$ cat src/rtl/systolic_weight_loader.sv
// Streams filter and bias coefficients from a 1-cycle-latency memory into a systolic array.
// Optional SYSTOLIC_LOADER_CHECKSUM_EN reads a trailing 16-bit checksum word and flags a mismatch.
module systolic_weight_loader #(
  parameter int unsigned CHANNEL  = 1,
  parameter int unsigned FILTERS  = 4,
  parameter int unsigned F_WIDTH  = 2,
  parameter int unsigned F_D_SIZE = 4,
  parameter int unsigned B_D_SIZE = 24,
  parameter int unsigned ADDR_W   = 12,
  localparam int unsigned HEIGHT  = CHANNEL * F_WIDTH * F_WIDTH
) (
  input  logic                             clk,
  input  logic                             rst_n,
  input  logic                             clk_en,
  input  logic                             start,
  input  logic [ADDR_W-1:0]                base_addr,
  output logic                             busy,
  output logic                             done,
  output logic                             mem_rd,
  output logic [ADDR_W-1:0]                mem_addr,
  input  logic [B_D_SIZE-1:0]              mem_data,
  output logic [F_D_SIZE-1:0]              filter_o,
  output logic [HEIGHT-1:0][FILTERS-1:0]   filter_we_o,
  output logic [B_D_SIZE-1:0]              bias_o,
  output logic [FILTERS-1:0]               bias_we_o,
  output logic                             csum_err
);

  localparam int unsigned ROW_W = (HEIGHT > 1) ? $clog2(HEIGHT) : 1;
  localparam int unsigned COL_W = (FILTERS > 1) ? $clog2(FILTERS) : 1;
  localparam logic [ROW_W-1:0] LAST_ROW = ROW_W'(HEIGHT - 1);
  localparam logic [COL_W-1:0] LAST_COL = COL_W'(FILTERS - 1);

`ifdef SYSTOLIC_LOADER_CHECKSUM_EN
  typedef enum logic [1:0] {IDLE, READ, DRAIN, CHECK} state_t;
`else
  typedef enum logic [1:0] {IDLE, READ, DRAIN} state_t;
`endif

  state_t                           state_q, state_d;
  logic                             busy_q, busy_d;
  logic                             done_q, done_d;
  logic                             mem_rd_q, mem_rd_d;
  logic [ADDR_W-1:0]                addr_q, addr_d;
  logic [ROW_W-1:0]                 row_q, row_d;
  logic [COL_W-1:0]                 col_q, col_d;
  logic                             bph_q, bph_d;
  logic [HEIGHT-1:0][FILTERS-1:0]   fwe_q, fwe_d;
  logic [FILTERS-1:0]               bwe_q, bwe_d;
  logic [F_D_SIZE-1:0]              filt_q, filt_d;
  logic [B_D_SIZE-1:0]              bias_q, bias_d;
`ifdef SYSTOLIC_LOADER_CHECKSUM_EN
  logic [15:0]                      sum_q, sum_d;
  logic                             csum_q, csum_d;
`endif

  // Next-state and registered-output logic; (row, col, bph) names the read being issued.
  always_comb begin
    state_d  = state_q;
    busy_d   = busy_q;
    done_d   = 1'b0;
    mem_rd_d = 1'b0;
    addr_d   = addr_q;
    row_d    = row_q;
    col_d    = col_q;
    bph_d    = bph_q;
    fwe_d    = '0;
    bwe_d    = '0;
    filt_d   = (|fwe_q) ? mem_data[F_D_SIZE-1:0] : filt_q;
    bias_d   = (|bwe_q) ? mem_data : bias_q;
`ifdef SYSTOLIC_LOADER_CHECKSUM_EN
    sum_d    = ((|fwe_q) || (|bwe_q)) ? sum_q + 16'(mem_data) : sum_q;
    csum_d   = csum_q;
`endif
    case (state_q)
      IDLE: begin
        if (start) begin
          state_d  = READ;
          busy_d   = 1'b1;
          mem_rd_d = 1'b1;
          addr_d   = base_addr;
          row_d    = '0;
          col_d    = '0;
          bph_d    = 1'b0;
`ifdef SYSTOLIC_LOADER_CHECKSUM_EN
          sum_d    = '0;
          csum_d   = 1'b0;
`endif
        end
      end
      READ: begin
        addr_d = addr_q + ADDR_W'(1);
        if (!bph_q) begin
          fwe_d[row_q][col_q] = 1'b1;
          mem_rd_d = 1'b1;
          if (row_q == LAST_ROW) begin
            row_d = '0;
            if (col_q == LAST_COL) begin
              col_d = '0;
              bph_d = 1'b1;
            end else begin
              col_d = col_q + COL_W'(1);
            end
          end else begin
            row_d = row_q + ROW_W'(1);
          end
        end else begin
          bwe_d[col_q] = 1'b1;
          if (col_q == LAST_COL) begin
            col_d = '0;
            bph_d = 1'b0;
`ifdef SYSTOLIC_LOADER_CHECKSUM_EN
            mem_rd_d = 1'b1;
            state_d  = CHECK;
`else
            state_d  = DRAIN;
`endif
          end else begin
            col_d    = col_q + COL_W'(1);
            mem_rd_d = 1'b1;
          end
        end
      end
`ifdef SYSTOLIC_LOADER_CHECKSUM_EN
      CHECK: begin
        state_d = DRAIN;
      end
`endif
      DRAIN: begin
        state_d = IDLE;
        busy_d  = 1'b0;
        done_d  = 1'b1;
`ifdef SYSTOLIC_LOADER_CHECKSUM_EN
        csum_d  = (16'(mem_data) != sum_q);
`endif
      end
      default: state_d = IDLE;
    endcase
  end

  // Every register advances only on enabled cycles; reset aborts any load.
  always_ff @(posedge clk or negedge rst_n) begin
    if (!rst_n) begin
      state_q  <= IDLE;
      busy_q   <= 1'b0;
      done_q   <= 1'b0;
      mem_rd_q <= 1'b0;
      addr_q   <= '0;
      row_q    <= '0;
      col_q    <= '0;
      bph_q    <= 1'b0;
      fwe_q    <= '0;
      bwe_q    <= '0;
      filt_q   <= '0;
      bias_q   <= '0;
`ifdef SYSTOLIC_LOADER_CHECKSUM_EN
      sum_q    <= '0;
      csum_q   <= 1'b0;
`endif
    end else if (clk_en) begin
      state_q  <= state_d;
      busy_q   <= busy_d;
      done_q   <= done_d;
      mem_rd_q <= mem_rd_d;
      addr_q   <= addr_d;
      row_q    <= row_d;
      col_q    <= col_d;
      bph_q    <= bph_d;
      fwe_q    <= fwe_d;
      bwe_q    <= bwe_d;
      filt_q   <= filt_d;
      bias_q   <= bias_d;
`ifdef SYSTOLIC_LOADER_CHECKSUM_EN
      sum_q    <= sum_d;
      csum_q   <= csum_d;
`endif
    end
  end

  // Memory data arrives in the strobe cycle, so the words pass straight through then and hold otherwise.
  assign busy        = busy_q;
  assign done        = done_q;
  assign mem_addr    = addr_q;
  assign mem_rd      = mem_rd_q & clk_en;
  assign filter_we_o = clk_en ? fwe_q : '0;
  assign bias_we_o   = clk_en ? bwe_q : '0;
  assign filter_o    = (|filter_we_o) ? mem_data[F_D_SIZE-1:0] : filt_q;
  assign bias_o      = (|bias_we_o) ? mem_data : bias_q;

`ifdef SYSTOLIC_LOADER_CHECKSUM_EN
  assign csum_err = csum_q;
`else
  assign csum_err = 1'b0;
`endif

endmodule

$ cat config.mk
export PLATFORM = sky130hd
export DESIGN_NAME = systolic_weight_loader
export DESIGN_NICKNAME = d
export VERILOG_FILES = /design/src/rtl/systolic_weight_loader.sv
export SDC_FILE = /design/constraint.sdc
export NUM_CORES = 1
export LEC_CHECK = 0
export ABC_AREA = 1
export CAP_MARGIN = 20
export CORE_MARGIN = 1
export CORE_UTILIZATION = 43
export DETAILED_ROUTE_END_ITERATION = 16
export GPL_ROUTABILITY_DRIVEN = 1
export HOLD_SLACK_MARGIN = 0.08
export PLACE_DENSITY = 0.77
export SLEW_MARGIN = 20
export SYNTH_ARGS = -nofsm -noshare
export SYNTH_HDL_FRONTEND = slang
export SYNTH_SLANG_ARGS = --single-unit
$ cat constraint.sdc
create_clock -name clk -period 1.4 [get_ports clk]
set_input_delay 0.28 -clock clk [delete_from_list [all_inputs] [get_ports clk]]
set_output_delay 0.28 -clock clk [all_outputs]
set_load 0.01 [all_outputs]
### Word-level counts from Yosys, hierarchy flattened

Index checks and enable logic that the tools add are counted.

| cells by class | value |
|---|---|
| add/sub/neg operators | 3 |
| magnitude comparators | 4 |
| equality and inequality tests | 9 |
| mux-type cells | 38 |
| bitwise operators | 1 |
| reduce and logical (&&, ||, !) cells | 16 |

Operators with widths:

| kind | number |
|---|---|
| two-way mux 16 bit | 3 |
| OR reduction 16 bit | 2 |
| two-way mux 24 bit | 1 |
| one-hot mux 12 bit (2 select lines) | 1 |
| two-way mux 4 bit | 5 |
| two-way mux 2 bit | 9 |
| adder 12 x 1 -> 12 bit (second input constant) | 1 |
| two-way mux 12 bit | 1 |
| one-hot mux 2 bit (2 select lines) | 3 |
| AND reduction 4 bit | 3 |
| two-way mux 1 bit | 10 |
| demux 4 bit (select 2 bit) | 1 |
| != test 2 bit (second input constant) | 4 |
| OR reduction 4 bit | 2 |
| == test 2 bit (second input constant) | 3 |
| < comparator 2 x 3 -> 1 bit (second input constant) | 2 |
| one-hot mux 1 bit (2 select lines) | 3 |
| AND reduction 3 bit | 2 |
| adder 2 x 1 -> 2 bit (second input constant) | 2 |
| greater-or-equal comparator 2 x 1 -> 1 bit (second input constant) | 2 |
| AND reduction 2 bit | 2 |
| nonzero test 2 bit | 2 |
| != test 3 bit (second input constant) | 1 |
| demux 1 bit (select 2 bit) | 1 |
| 4 further kinds | 5 |

| storage, ports and cells | value |
|---|---|
| register bits | 70 |
| bits of input ports | 40 |
| output and inout port bits | 64 |
| word-level logic and storage cells | 86 |

### Depth between registers and ports, before layout

| depth | value |
|---|---|
| depth in word-level cells | 8 |
| gate-level depth with buffers | 8 |
| depth with buffers taken out | 8 |

### Worst setup path after synthesis

No wires, ideal clock.

| timing | value |
|---|---|
| kind | input to output |
| start point | input port clk_en |
| end point | output port bias_o[14] |
| data arrival time | 1,142 ps |
| data required time | 1,120 ps |
| setup slack | -22 ps |
| stages | 6 |
| path buffers | 2 |
| cell sequence | clkbuf_2 nand2_1 nand3_2 clkbuf_1 o21ai_0 nand2_1 |

| on the way | value |
|---|---|
| word-level cells in the longest chain between the ends | 3 |

Ends and longest elaborated chain:

| item | RTL line | source |
|---|---|---|
| start: declaration | 14 | `input logic clk_en,` |
| two-way mux 4 bit | 186 | `assign bias_we_o = clk_en ? bwe_q : '0;` |
| OR reduction 4 bit | 188 | `assign bias_o = (\|bias_we_o) ? mem_data : bias_q;` |
| two-way mux 24 bit | 188 |  |
| end: declaration | 24 | `output logic [B_D_SIZE-1:0] bias_o,` |

Every way passes these cells.

### Final worst setup path

| timing | value |
|---|---|
| start point | register bwe_q[1] |
| end point | output port bias_o[0] |

| on the way | value |
|---|---|
| word-level cells in the longest chain between the ends | 3 |

Ends and longest elaborated chain:

| item | RTL line | source |
|---|---|---|
| start: declaration | 49 | `logic [FILTERS-1:0] bwe_q, bwe_d;` |
| start signal: assignment | 170 | `bwe_q <= bwe_d;` |
| two-way mux 4 bit | 186 |  |
| OR reduction 4 bit | 188 |  |
| two-way mux 24 bit | 188 |  |

Every way passes these cells.

==> results.yml <==
power_and_ir_drop:
  clkPwrFrac: 0.157
  p_sw_mw: 5.15
  ir_worst_vdd_mv: 0.926
  powerDensity_nw_per_um2: 1970
  p_comb_frac: 0.587
  switching_share: 0.405
  power_frac_seq: 0.256
  p_total_mw: 12.7
  leakage_nw: 3.39
  internal-power_mw: 7.56
placement:
  port_buffers: 102
  hpwl_mm: 6.89
  dp_cells: 734
  gp_congestion: 0.841
timing:
  finalHoldViolations: 0
  max_slew_margin: 0.659
  rsz0062_at_grt: "true"
  report.final.slew_viol_count: 0
  max_freq_mhz: 487
  min_period_ns: 2.05
  finClkSkew_ns: 0.0168
  period_share: 1.47
  worstMarginPinSlew_ns: 0.506
  setup_viol: 53
  finalWorstSetupSlack_ns: -0.654
yosys:
  ys.flop_type: "dfrtp_1"
  yosysTopAreaCell: "dfrtp_1"
  synth_cells: 460
  ys_warn_count: 0
  synth_commonest_cells: "nand2_1 (167), dfrtp_1 (70), inv_1 (54)"
  yosys.area.top_type_share: 0.489
  synthTopCellsByArea: "dfrtp_1 (49%), nand2_1 (17%), inv_1 (5.7%), o21ai_0 (5.3%), nor2_1 (3.5%)"
  ys_types: 30
  yosysMostFrequentCell: "nand2_1"
  ys_seq_area_frac: 0.489
  avgSynthCellArea_um2: 7.79
  synthArstFlopShare: 1.00
  netlist_area_um2: 3580
  synth_edf_count: 0
  ys_ff_latch: 70
  synth_nets: 509
clock_tree:
  cts_root_buffer: "clkbuf_8"
  clk-insertion-delay-late_ns: 0.35
  tritoncts: "yes"
  cts_buffer_depth: 2
  cts_sinks: 70
  cts_buffers: 9
  cts.clk_slew.worst_paths_ns: 0.09
  h-tree-depth: 3
critical_path:
  r2r_setup_slack_ns: -0.44
  crit_path_end_kind: "output port"
  reg2reg_from: "fwe_q[0]"
  setup.worst_path.start: "bwe_q[1]"
  cp.required_ns: 1.12
  crit_arrival_ns: 1.77
  start_kind: "register"
  worstReg2RegEnd: "filt_q[3]"
  critical_path_class: "register to output port"
  reg2reg_depth: 13
  cp-endpoint: "bias_o[0]"
  cp_max_fo: 8
job:
  drv_cap: 0
layout:
  final_cells: 803
  synthToLayoutAreaGrowth_pct: 79.8
  n_antenna_cell: 0
  drive_gt1_frac: 0.447
  nets: 746
  fill_cells: 443
floorplan:
  num_rows: 32
  die_w_um: 93.3
  core_area_um2: 7890
  dieArea_um2: 8700
  initial_core_util: 0.454
  ios: 104
  die_h_um: 93.3
hold_path:
  hp-class: "input pin to async pin"
drt:
  drc: 0
  routedWlPerCell_um: 18.4
  ant_nets: 0
  vias_per_cell: 5.39
  vias: 4332
  routed_wl_mm: 14.8
  drtIter0Drc: 338
  first_pass_iters: 5
global_routing:
  grt_start_max_net_pins: 71
  grt_pass1_wl_mm: 18.6
  gr-total-overflow: 0
  antenna_found_initial: 0
  grt_usage: 0.277
  grt_pass1_vias: 4038
outcome:
  outcome: "finished, violations left"
  violations: "negative setup slack"
==> worst min-delay path by stage <==
stage	slack [ns]	cells after the start	end
after CTS	0.48	2	bias_q[11]
after global routing	0.50	2	bias_q[8]
after detailed placement	0.34	2	fwe_q[6]
final	0.47	3	fwe_q[4]
after global placement	0.34	2	fwe_q[6]
after floorplan	-0.02	0	bias_q[0]
==> layout make-up <==
type | count | area (um^2) | area share
sequential | 70 | 1750 | 0.272
clock buffer | 9 | 124 | 0.0192
multi-input combinational | 317 | 1930 | 0.300
inverter | 56 | 220 | 0.0342
timing repair buffer | 243 | 2180 | 0.338
tap | 102 | 128 | 0.0198
clock inverter | 6 | 111 | 0.0173
==> routing by layer <==
layer | GRT usage | share of wire
met5 | 0 | 0
met4 | 0.127 | 0.050
met3 | 0.0561 | 0.079
met2 | 0.488 | 0.51
met1 | 0.322 | 0.36
==> cells by family (layout without fill, tap and decap cells) <==
family          Yosys count  after routing  share of synthesized area
simple gates            236            236                      0.272
buf+inv                  73            314                     0.0870
compound gates           70             70                      0.117
flops                    70             70                      0.489
fa+ha+maj                 9              9                     0.0314
other cells               1              1                    0.00105
xor+xnor                  1              1                    0.00245
==> repair_timing <==
item / CTS / global route
hold buffers: 1 / 0
gates cloned: 3 / 0
gates resized for setup: 261 / 147
endpoints found under the hold margin: 70 / 0
setup endpoints to repair: 125 / 86
pin swaps: 15 / 14
buffers inserted: 35 / 24
==> state kept, by name (all words and copies together) (netlist names) <==
signal / cells
state_q: 2
mem_rd_q: 1
bias_q: 24
row_q: 2
filt_q: 4
mem_addr: 12
busy: 1
done: 1
bwe_q: 4
fwe_q: 16
bph_q: 1
col_q: 2
==> power groups by stage <==
stage                     clock network, mW  registers (mW)  logic [mW]
after floorplan                           0            3.18        2.43
after global placement                    0            3.13        5.24
after detailed placement                  0            3.16        5.41
after CTS                              1.97            3.11        5.85
after global routing                   2.10            3.31        7.96
final                                  1.99            3.25        7.46
==> worst max-delay path: stages (launching register included) <==
cell and delay, ns:
dfrtp_1 0.41, nand2_2 0.11, nand3_4 0.14, nor2_4 0.17
buf_6 0.17, buf_6 0.14, nand2_4 0.07, nand2_2 0.11
buf_6 0.11
==> placed cells by master (no fill, tap or decap), drive strengths merged <==
cell type,n
nor2,34
nand3b,3
buf,179
o21ai,40
a21oi,9
ha,9
nand4,7
o32ai,8
o31ai,2
inv,56
dlygate4sd2,13
o22ai,9
clkdlybuf4s50,37
a31oi,1
dfrtp,70
clkbuf,15
nand3,21
conb,1
clkinvlp,1
bufinv,3
o211ai,1
or2,2
xnor2,1
clkdlybuf4s15,6
bufbuf,1
clkinv,2
dlygate4sd3,1
nand2,169
==> per-stage QoR <==
stage	worst slack, ns	utilization	hold WS (ns)	TNS, ns	area (um^2)
2_1_floorplan	-0.0218	-	-0.0156	-0.435	3580
3_3_place_gp	-0.911	0.671	0.341	-70.07	5290
3_5_place_dp	-0.998	0.671	0.335	-76.10	5290
4_1_cts	-0.533	0.749	0.484	-14.16	5900
5_1_grt	-0.699	0.817	0.497	-20.55	6440
6_report	-0.654	0.817	0.467	-17.43	6440
(Power assumes the default switching activity.)
